File: config.mk
export PLATFORM = sky130hd
export DESIGN_NAME = control_unit_flat
export DESIGN_NICKNAME = d
export VERILOG_FILES = /design/src/rtl/control_unit_if.sv /design/src/rtl/control_unit.sv /design/src/flat_wrapper.sv
export SDC_FILE = /design/constraint.sdc
export NUM_CORES = 1
export LEC_CHECK = 0
export CAP_MARGIN = 20
export CORE_AREA = 2 2 39 41
export DETAILED_ROUTE_END_ITERATION = 8
export DIE_AREA = 0 0 41 43
export DONT_BUFFER_PORTS = 1
export HOLD_SLACK_MARGIN = 0.02
export PLACE_DENSITY_LB_ADDON = 0.1
export RECOVER_POWER = 100
export SLEW_MARGIN = 0
export SYNTH_ARGS = -nofsm -noshare
export SYNTH_HDL_FRONTEND = slang
export SYNTH_SLANG_ARGS = --single-unit
File: constraint.sdc
create_clock -name clk -period 0.8 [get_ports clk]
set_input_delay 0.12 -clock clk [delete_from_list [all_inputs] [get_ports clk]]
set_output_delay 0.12 -clock clk [all_outputs]
set_load 0.02 [all_outputs]
File: src/rtl/control_unit_if.sv
// Instruction-field inputs and registered decode outputs of the control unit,
// bundled so the decoder and its driver share one port definition.
interface control_unit_if;
    logic [6:0] opcode;
    logic [2:0] fn3;
    logic [6:0] fn7;
    logic       alu_source;
    logic       mem_read;
    logic       mem_write;
    logic       mem_to_reg;
    logic       branch;
    logic       reg_write;
    logic [3:0] alu_operation;
    logic       illegal;

    modport master (
        output opcode, fn3, fn7,
        input  alu_source, mem_read, mem_write, mem_to_reg,
        input  branch, reg_write, alu_operation, illegal
    );

    modport slave (
        input  opcode, fn3, fn7,
        output alu_source, mem_read, mem_write, mem_to_reg,
        output branch, reg_write, alu_operation, illegal
    );
endinterface

File: src/rtl/control_unit.sv
// RV32I main decoder: turns opcode/funct3/funct7 into datapath controls and an
// illegal flag, all registered with a single cycle of latency.
module control_unit (
    input  logic          clk,
    input  logic          rst_n,
    control_unit_if.slave bus
);
    localparam logic [6:0] OP_LOAD   = 7'b0000011;
    localparam logic [6:0] OP_STORE  = 7'b0100011;
    localparam logic [6:0] OP_RTYPE  = 7'b0110011;
    localparam logic [6:0] OP_ITYPE  = 7'b0010011;
    localparam logic [6:0] OP_BRANCH = 7'b1100011;
    localparam logic [6:0] FN7_BASE  = 7'b0000000;
    localparam logic [6:0] FN7_ALT   = 7'b0100000;

    localparam logic [3:0] ALU_AND  = 4'b0000;
    localparam logic [3:0] ALU_OR   = 4'b0001;
    localparam logic [3:0] ALU_ADD  = 4'b0010;
    localparam logic [3:0] ALU_XOR  = 4'b0011;
    localparam logic [3:0] ALU_SLL  = 4'b0100;
    localparam logic [3:0] ALU_SRL  = 4'b0101;
    localparam logic [3:0] ALU_SUB  = 4'b0110;
    localparam logic [3:0] ALU_SRA  = 4'b0111;
    localparam logic [3:0] ALU_SLT  = 4'b1000;
    localparam logic [3:0] ALU_SLTU = 4'b1001;

    // Control bit order: {alu_source, mem_read, mem_write, mem_to_reg, branch, reg_write}
    localparam logic [5:0] CTRL_LOAD   = 6'b110101;
    localparam logic [5:0] CTRL_STORE  = 6'b101000;
    localparam logic [5:0] CTRL_RTYPE  = 6'b000001;
    localparam logic [5:0] CTRL_ITYPE  = 6'b100001;
    localparam logic [5:0] CTRL_BRANCH = 6'b000010;

    logic [5:0] ctrl_s;
    logic [3:0] alu_op_s;
    logic       legal_s;
    logic [5:0] ctrl_d,   ctrl_q;
    logic [3:0] alu_op_d, alu_op_q;
    logic       illegal_d, illegal_q;

    // Instruction class and ALU op decode; legality is tracked separately.
    always_comb begin
        ctrl_s   = 6'b000000;
        alu_op_s = ALU_AND;
        legal_s  = 1'b0;
        case (bus.opcode)
            OP_LOAD: begin
                ctrl_s   = CTRL_LOAD;
                alu_op_s = ALU_ADD;
                case (bus.fn3)
                    3'b000, 3'b001, 3'b010, 3'b100, 3'b101: legal_s = 1'b1;
                    default:                                legal_s = 1'b0;
                endcase
            end
            OP_STORE: begin
                ctrl_s   = CTRL_STORE;
                alu_op_s = ALU_ADD;
                case (bus.fn3)
                    3'b000, 3'b001, 3'b010: legal_s = 1'b1;
                    default:                legal_s = 1'b0;
                endcase
            end
            OP_RTYPE: begin
                ctrl_s = CTRL_RTYPE;
                if (bus.fn7 == FN7_BASE) begin
                    legal_s = 1'b1;
                    case (bus.fn3)
                        3'b000:  alu_op_s = ALU_ADD;
                        3'b001:  alu_op_s = ALU_SLL;
                        3'b010:  alu_op_s = ALU_SLT;
                        3'b011:  alu_op_s = ALU_SLTU;
                        3'b100:  alu_op_s = ALU_XOR;
                        3'b101:  alu_op_s = ALU_SRL;
                        3'b110:  alu_op_s = ALU_OR;
                        default: alu_op_s = ALU_AND;
                    endcase
                end else if (bus.fn7 == FN7_ALT) begin
                    case (bus.fn3)
                        3'b000: begin alu_op_s = ALU_SUB; legal_s = 1'b1; end
                        3'b101: begin alu_op_s = ALU_SRA; legal_s = 1'b1; end
                        default: legal_s = 1'b0;
                    endcase
                end else begin
                    legal_s = 1'b0;
                end
            end
            OP_ITYPE: begin
                ctrl_s  = CTRL_ITYPE;
                legal_s = 1'b1;
                case (bus.fn3)
                    3'b000: alu_op_s = ALU_ADD;
                    3'b010: alu_op_s = ALU_SLT;
                    3'b011: alu_op_s = ALU_SLTU;
                    3'b100: alu_op_s = ALU_XOR;
                    3'b110: alu_op_s = ALU_OR;
                    3'b111: alu_op_s = ALU_AND;
                    3'b001: begin
                        alu_op_s = ALU_SLL;
                        legal_s  = (bus.fn7 == FN7_BASE);
                    end
                    default: begin
                        alu_op_s = (bus.fn7 == FN7_ALT) ? ALU_SRA : ALU_SRL;
                        legal_s  = (bus.fn7 == FN7_BASE) || (bus.fn7 == FN7_ALT);
                    end
                endcase
            end
            OP_BRANCH: begin
                ctrl_s  = CTRL_BRANCH;
                legal_s = 1'b1;
                case (bus.fn3)
                    3'b000, 3'b001: alu_op_s = ALU_SUB;
                    3'b100, 3'b101: alu_op_s = ALU_SLT;
                    3'b110, 3'b111: alu_op_s = ALU_SLTU;
                    default:        legal_s  = 1'b0;
                endcase
            end
            default: legal_s = 1'b0;
        endcase
    end

    // Illegal instructions must produce no side effects, so all controls are masked.
    assign ctrl_d    = legal_s ? ctrl_s   : 6'b000000;
    assign alu_op_d  = legal_s ? alu_op_s : 4'b0000;
    assign illegal_d = ~legal_s;

    // Output registers; reset clears everything including illegal.
    always_ff @(posedge clk or negedge rst_n) begin
        if (!rst_n) begin
            ctrl_q    <= 6'b000000;
            alu_op_q  <= 4'b0000;
            illegal_q <= 1'b0;
        end else begin
            ctrl_q    <= ctrl_d;
            alu_op_q  <= alu_op_d;
            illegal_q <= illegal_d;
        end
    end

    assign bus.alu_source    = ctrl_q[5];
    assign bus.mem_read      = ctrl_q[4];
    assign bus.mem_write     = ctrl_q[3];
    assign bus.mem_to_reg    = ctrl_q[2];
    assign bus.branch        = ctrl_q[1];
    assign bus.reg_write     = ctrl_q[0];
    assign bus.alu_operation = alu_op_q;
    assign bus.illegal       = illegal_q;
endmodule

File: src/flat_wrapper.sv
// flat-port wrapper written by rule: the top's interface ports become plain ports
module control_unit_flat 
  (clk, rst_n, bus_opcode, bus_fn3, bus_fn7, bus_alu_source, bus_mem_read, bus_mem_write, bus_mem_to_reg, bus_branch, bus_reg_write, bus_alu_operation, bus_illegal);
  control_unit_if bus_i ();
  input  logic clk;
  input  logic rst_n;
  input wire logic [$bits(bus_i.opcode)-1:0] bus_opcode;
  input wire logic [$bits(bus_i.fn3)-1:0] bus_fn3;
  input wire logic [$bits(bus_i.fn7)-1:0] bus_fn7;
  output wire logic [$bits(bus_i.alu_source)-1:0] bus_alu_source;
  output wire logic [$bits(bus_i.mem_read)-1:0] bus_mem_read;
  output wire logic [$bits(bus_i.mem_write)-1:0] bus_mem_write;
  output wire logic [$bits(bus_i.mem_to_reg)-1:0] bus_mem_to_reg;
  output wire logic [$bits(bus_i.branch)-1:0] bus_branch;
  output wire logic [$bits(bus_i.reg_write)-1:0] bus_reg_write;
  output wire logic [$bits(bus_i.alu_operation)-1:0] bus_alu_operation;
  output wire logic [$bits(bus_i.illegal)-1:0] bus_illegal;
  assign bus_i.opcode = bus_opcode;
  assign bus_i.fn3 = bus_fn3;
  assign bus_i.fn7 = bus_fn7;
  assign bus_alu_source = bus_i.alu_source;
  assign bus_mem_read = bus_i.mem_read;
  assign bus_mem_write = bus_i.mem_write;
  assign bus_mem_to_reg = bus_i.mem_to_reg;
  assign bus_branch = bus_i.branch;
  assign bus_reg_write = bus_i.reg_write;
  assign bus_alu_operation = bus_i.alu_operation;
  assign bus_illegal = bus_i.illegal;
  control_unit u_core (.clk(clk), .rst_n(rst_n), .bus(bus_i));
endmodule
==> flow_metrics.py, run 1 <==
metrics = {
    "status": {
        "outcome": "finished with violations",
        "violations": "setup timing",
    },
    "setup_path": {
        "critPathRequiredTime_ns": 0.96,
        "critPathKind": "input pin to flop",
        "end_kind": "flop",
        "arrival_ns": 1.34,
        "start_kind": "input pin",
        "cp_max_fo": 3,
        "startpoint": "bus_fn7[2]",
    },
    "cts": {
        "cts_max_level": 1,
        "clk_path_buf_depth": 2,
        "clockRootBuffer": "clkbuf_4",
        "cts_buffers": 3,
        "clock_sinks": 10,
        "cts_tree": "done",
        "clk_pin_slew_ns": 0.06,
    },
    "power_and_ir_drop": {
        "irDropWorstVdd_v": 0.0004138,
        "p_sw_uw": 245.3,
        "internal_power_uw": 786.2,
        "clockPowerShare": 0.309,
        "leakage_uw": 0.0003790,
        "seq_power_share": 0.494,
        "p_comb_frac": 0.197,
        "swShare": 0.2378,
        "p_total_uw": 1031,
        "powerDensity_nw_per_um2": 1013,
    },
    "grt": {
        "overflow": 0,
        "antenna_found_initial": 0,
        "grt.total_usage": 0.2571,
        "grt.busiest_layer": "met2",
        "grt_start_max_net_pins": 13,
        "use_met3": 0.03665,
        "grt_pass1_vias": 664,
        "grt_pass1_wl_mm": 3.056,
        "grt_util_met2": 0.4313,
        "gr-usage-met1": 0.2899,
    },
    "sta": {
        "layout_setup_ws_ns": -0.3800,
        "timing.fmax_mhz": 847.5,
        "final-max-slew-violation-count": 0,
        "rsz0062_at_grt": "yes",
        "setup_violations": 19,
        "worstMarginPinSlew_ns": 0.4273,
        "finalCritPeriodShare": 1.475,
        "hold_viol_final": 0,
        "holdWs_ns": 0.07440,
        "timing.slew.headroom": 0.7142,
        "min_period_ns": 1.180,
    },
    "synth": {
        "yosysTopAreaCell": "dfrtp_1",
        "synthTopCellsByArea": "dfrtp_1, nand2b_1, a2111oi_4, buf_2, a211oi_1",
        "synth_seq_cells": 10,
        "synthFlopType": "dfrtp_1",
        "synthCells": 77,
        "synth.distinct_cells": 36,
        "synthArstFlopShare": 1.000,
        "yosysSeqAreaShare": 0.3448,
        "syn-num-nets": 96,
        "post_synth.cell_area_avg_um2": 9.425,
        "synth_warnings": 0,
        "synth_top_area_share": 0.3448,
        "synth-edff-count": 0,
        "netlist_area_um2": 725.7,
    },
    "floorplanning": {
        "coreArea_um2": 1384,
        "die_area_um2": 1763,
        "dieHeight_um": 43,
        "fp.dieW_um": 41,
        "fp-row-count": 14,
        "io_pins": 30,
        "start_util": 0.5244,
    },
    "place": {
        "port_buffers": 0,
        "placed_area_um2": 828.3,
        "place_congestion": 0.8071,
        "placedCellCount": 99,
        "dp_slack_ns": -0.6398,
        "dp_hpwl_mm": 1.245,
    },
    "routing": {
        "route.detailed.drc": 0,
        "drt-initial-drc-count": 10,
        "wire_per_inst_um": 18.36,
        "num_vias": 673,
        "ant_nets": 0,
        "avgViaCountPerCell": 6.231,
        "routed_wl_mm": 1.983,
        "firstDrtPassIters": 4,
    },
    "flow_run": {
        "maxCapViolCount": 0,
    },
    "finish": {
        "nNetsFinal": 113,
        "diodes": 0,
        "layout_common_cells": "buf_4, dfrtp_2, nand2b_1, inv_1, nor2_1",
        "final_cells": 108,
        "fin_area_um2": 1018,
        "drive_gt1_frac": 0.4783,
        "area_growth_pct": 40.35,
        "layout_commonest_cell": "buf_4",
    },
    "worst_hold_path": {
        "min_path_type": "input pin to flop",
        "hp-start": "bus_opcode[5]",
    },
}
## stage by stage
| stage | utilization | TNS [ns] |
|---|---|---|
| floorplan | - | -4.163 |
| global placement | 0.5986 | -5.283 |
| detailed placement | 0.5986 | -5.442 |
| CTS | 0.7125 | -2.793 |
| global route | 0.7360 | -3.306 |
| finish | 0.7360 | -2.769 |
## worst max-delay path, cell delays in order
cell       delay, ns
or4_4           0.56
buf_12          0.15
nor4_4          0.18
a2bb2oi_2       0.10
a211oi_2        0.22
## final cells by class
type / count / area (um2)
Multi-Input combinational cell: 56 / 515.5
Clock buffer: 3 / 22.52
Timing Repair Buffer: 19 / 185.2
Sequential cell: 10 / 260.3
Fill cell: 93 / 365.4
Inverter: 4 / 15.01
Tap cell: 16 / 20.02
## metal layers
metal	up-vias	wire length [um]
met2	34	1084
met1	314	732
met3	6	126
met5	-	0
li1	319	-
met4	0	39
## state kept, by name (all words and copies together) (netlist names)
signal                    flops
u_core.bus.illegal            1
u_core.bus.alu_operation      4
u_core.ctrl_q                 5
## power groups by stage
stage | Combinational (uW) | Clock, uW | Sequential (uW)
5_1_grt | 219 | 380 | 509
6_report | 203 | 318 | 510
3_5_place_dp | 130 | 0 | 519
2_1_floorplan | 128 | 0 | 519
4_1_cts | 191 | 334 | 510
3_3_place_gp | 128 | 0 | 519
## final timing paths
| kind | cells after the start | slack, ns | to |
|---|---|---|---|
| max in group asynchronous | 1 | 0.24 | u_core.ctrl_q[0] |
| min in group asynchronous | 1 | 0.24 | u_core.bus.alu_operation[2] |
| worst min-delay path | 3 | 0.07 | u_core.bus.alu_operation[3] |
| worst max-delay path | 5 | -0.38 | u_core.bus.alu_operation[2] |
## synthesized netlist by cell type (2+ instances only)
cell type  number
a211oi_1        3
a32oi_1         2
buf_2           5
o31ai_1         2
nand2_1         3
nor4_1          2
dfrtp_1        10
nand3b_1        2
o21ai_0         3
nor2_1          5
o32a_1          2
o22ai_1         2
or3_1           2
nand3_1         2
nand2b_1        6
inv_1           4
nor4b_1         2
xnor2_1         2
## kinds of logic after synthesis
logic type | Yosys count | synth area share
flip-flops | 10 | 0.3448
AND/OR/NAND/NOR | 33 | 0.3190
XOR/XNOR | 3 | 0.03621
AO/OA/AOI/OAI | 20 | 0.2293
buffers and inverters | 11 | 0.07068
## timing repair
| action | 4_1_cts | 5_1_grt |
|---|---|---|
| hold endpoints to repair | 16 | 0 |
| resized for setup | 14 | 13 |
| setup buffers | 1 | 0 |
| hold buffers | 5 | 0 |
| pin swaps | 4 | 1 |
| endpoints found under the setup margin | 21 | 20 |
| gates cloned | 0 | 0 |
No activity file was read; power rests on OpenSTA's default activity.
==> run 2: changes to the inputs <==
--- a/config.mk
+++ b/config.mk
@@ -5,7 +5,8 @@
 export SDC_FILE = /design/constraint.sdc
 export NUM_CORES = 1
 export LEC_CHECK = 0
-export CAP_MARGIN = 20
+export ABC_AREA = 1
+export CAP_MARGIN = 30
 export CORE_AREA = 2 2 39 41
 export DETAILED_ROUTE_END_ITERATION = 8
 export DIE_AREA = 0 0 41 43
==> run 2 against run 1 <==
  * The run still ends with setup timing left
  * Sequential share of layout area increased by 0.57 points
  * Setup slack better by 0.31 ns
  * Global-route usage shrank 3.9 points
  * Final cell count rose by 31%
  * Non-clock buffer count decreased by 4
  * Power decreased by 3.8%
  * Sequential power hardly changed
  * Utilization down 1.3 points
  * Clock power about the same
  * Sequential cell count did not move
  * Cell area shrank 1.7%
  * Critical path type unchanged
  * Critical endpoint is now u_core.ctrl_q[5]
  * Largest power group unchanged
==> flow_metrics.py, run 2 <==
metrics = {
    "cts": {
        "clockRootBuffer": "clkbuf_4",
        "clk_pin_slew_ns": 0.06,
        "clock_sinks": 10,
        "cts_max_level": 1,
        "clk_path_buf_depth": 2,
        "cts_tree": "done",
        "cts_buffers": 3,
    },
    "sta": {
        "setup_violations": 19,
        "timing.slew.headroom": 0.7231,
        "finalCritPeriodShare": 1.084,
        "layout_setup_ws_ns": -0.06752,
        "timing.fmax_mhz": 1153,
        "rsz0062_at_grt": "yes",
        "final-max-slew-violation-count": 0,
        "worstMarginPinSlew_ns": 0.4140,
        "hold_viol_final": 0,
        "min_period_ns": 0.8675,
    },
    "power_and_ir_drop": {
        "internal_power_uw": 752.8,
        "clockPowerShare": 0.319,
        "powerDensity_nw_per_um2": 991.3,
        "p_comb_frac": 0.167,
        "swShare": 0.2413,
        "irDropWorstVdd_v": 0.0004390,
        "p_total_uw": 992.3,
        "leakage_uw": 0.0004849,
        "seq_power_share": 0.514,
        "p_sw_uw": 239.5,
    },
    "setup_path": {
        "end_kind": "flop",
        "critPathRequiredTime_ns": 0.99,
        "startpoint": "bus_opcode[2]",
        "cp_max_fo": 8,
        "start_kind": "input pin",
        "arrival_ns": 1.06,
        "critPathKind": "input pin to flop",
    },
    "synth": {
        "syn-num-nets": 128,
        "synthTopCellsByCount": "nand2_1, nor2_1, dfrtp_1, inv_1, nor2_2",
        "synth_xor_area_frac": 0.01167,
        "synth-compound-area-share": 0.04500,
        "yosysTopAreaCell": "dfrtp_1",
        "synthArstFlopShare": 1.000,
        "synthFlopType": "dfrtp_1",
        "synth_fa_ha_area_frac": 0,
        "post_synth.cell_area_avg_um2": 6.887,
        "yosysSeqAreaShare": 0.3333,
        "yosysMostFrequentCell": "nand2_1",
        "synth.distinct_cells": 24,
        "synth-edff-count": 0,
        "synth_seq_cells": 10,
        "synthTopCellsByArea": "dfrtp_1, nand2_1, nor2_2, nor2_1, nand3_1",
        "yosys.area_share.simple": 0.5083,
        "synthCells": 109,
        "synthMuxAreaShare": 0,
        "synth_top_area_share": 0.3333,
        "netlist_area_um2": 750.7,
        "synth_top_family_by_area": "simple AND/OR/NAND/NOR gates",
        "synth_warnings": 0,
    },
    "finish": {
        "drive_gt1_frac": 0.5200,
        "diodes": 0,
        "layout_commonest_cell": "nand2_1",
        "layout_common_cells": "nand2_1, buf_4, nor2_1",
        "largest_reg_flops": 5,
        "fillCellCount": 118,
        "fin_area_um2": 1001,
        "top_register": "u_core.ctrl_q",
        "nNetsFinal": 146,
        "seq_area_um2": 261.5,
        "area_growth_pct": 33.33,
        "multi_input_area_um2": 511.7,
    },
    "floorplanning": {
        "coreArea_um2": 1384,
        "io_pins": 30,
        "dieHeight_um": 43,
        "fp.dieW_um": 41,
        "fp-row-count": 14,
        "die_area_um2": 1763,
        "start_util": 0.5425,
    },
    "grt": {
        "grt.total_usage": 0.2181,
        "grt_pass1_vias": 675,
        "overflow": 0,
        "grt_pass1_wl_mm": 2.615,
        "use_met3": 0.03665,
        "antenna_found_initial": 0,
        "grt_start_max_net_pins": 11,
        "gr-usage-met1": 0.2387,
        "grt.busiest_layer": "met2",
        "grt_util_met2": 0.3563,
    },
    "routing": {
        "num_vias": 743,
        "route.detailed.drc": 0,
        "avgViaCountPerCell": 5.270,
        "routed_wl_mm": 1.689,
        "firstDrtPassIters": 4,
        "ant_nets": 0,
        "drt-initial-drc-count": 9,
        "wire_per_inst_um": 11.98,
    },
    "place": {
        "place_congestion": 0.8571,
        "dp_hpwl_mm": 1.314,
        "placed_area_um2": 895.9,
        "port_buffers": 0,
        "dp_slack_ns": -0.2533,
    },
    "flow_run": {
        "maxCapViolCount": 0,
    },
    "worst_hold_path": {
        "hp-start": "bus_fn3[2]",
        "min_path_type": "input pin to flop",
    },
    "status": {
        "violations": "setup timing",
        "outcome": "finished with violations",
    },
}
## run 2: cell count changes after synthesis, sizes merged, moves of 3 or more
cell	before	now
buf	6	2
nand3	2	10
nand2b	6	0
nor4	3	0
inv	4	15
nand2	3	35
a211oi	3	0
nor2	6	27
## run 2: kinds of logic after synthesis
family / after synthesis
buffers and inverters: 18
xor gates and xnor gates: 1
and+or+nand+nor: 74
DFF: 10
AOI/OAI and AO/OA: 6
## run 2: worst max-delay path, cell delays in order
cell,delay [ns]
nor2_4,0.10
nand2_4,0.08
nor3_1,0.27
nand2_1,0.19
nand2_4,0.13
nor2_8,0.07
nor2_2,0.09
## run 2: worst paths after layout
path                                                to  slack [ns]  cells after the start
worst max-delay path                  u_core.ctrl_q[5]       -0.07                      7
worst min-delay path       u_core.bus.alu_operation[3]         0.1                      3
max in group asynchronous  u_core.bus.alu_operation[2]        0.26                      1
min in group asynchronous             u_core.ctrl_q[5]        0.23                      1
## run 2: power groups by stage
stage | combinational [uW] | clock (uW) | sequential [uW]
2_1_floorplan | 103 | 0 | 519
3_3_place_gp | 132 | 0 | 519
3_5_place_dp | 134 | 0 | 519
4_1_cts | 151 | 324 | 510
5_1_grt | 184 | 371 | 509
6_report | 165 | 317 | 510
## run 2: area by class of cell
type,instances,area share
clock buffers,3,0.02250
inverters,16,0.06750
multi-input cells,81,0.5113
flip-flops and latches,10,0.2613
well taps,16,0.02000
repair buffers,15,0.1175
## run 2: layer usage
layer | vias up | wire (um)
met3 | 7 | 113
li1 | 367 | -
met1 | 335 | 569
met4 | 0 | 61
met5 | - | 0
met2 | 34 | 944
## run 2: repair_timing
item                                    4_1_cts  5_1_grt
cloned                                        0        0
pin swaps                                     0       10
buffers inserted                              0        0
hold endpoints to repair                     11        0
endpoints found under the setup margin       11       19
hold buffers                                  2        0
resized for setup                             5       20
## run 2: through the flow
step | util | hold slack [ns] | instances | TNS (ns)
5_1_grt | 0.7233 | 0.09188 | 141 | -1.259
4_1_cts | 0.6826 | 0.08663 | 141 | -0.3336
3_5_place_dp | 0.6474 | -0.1754 | 136 | -2.058
3_3_place_gp | 0.6474 | -0.1754 | 136 | -1.819
6_report | 0.7233 | 0.09534 | 141 | -0.6888
2_1_floorplan | - | -0.1756 | 109 | -1.143
==> run 3: changes to the inputs <==
--- a/config.mk
+++ b/config.mk
@@ -6,6 +6,7 @@
 export NUM_CORES = 1
 export LEC_CHECK = 0
 export ABC_AREA = 1
+export ABC_CLOCK_PERIOD_IN_PS = 800
 export CAP_MARGIN = 30
 export CORE_AREA = 2 2 39 41
 export DETAILED_ROUTE_END_ITERATION = 8
@@ -14,7 +15,7 @@
 export HOLD_SLACK_MARGIN = 0.02
 export PLACE_DENSITY_LB_ADDON = 0.1
 export RECOVER_POWER = 100
-export SLEW_MARGIN = 0
+export SLEW_MARGIN = 15
 export SYNTH_ARGS = -nofsm -noshare
 export SYNTH_HDL_FRONTEND = slang
 export SYNTH_SLANG_ARGS = --single-unit
==> results of run 3 <==
Same layout as run 2: the final DEF is identical, and so are final timing and power.
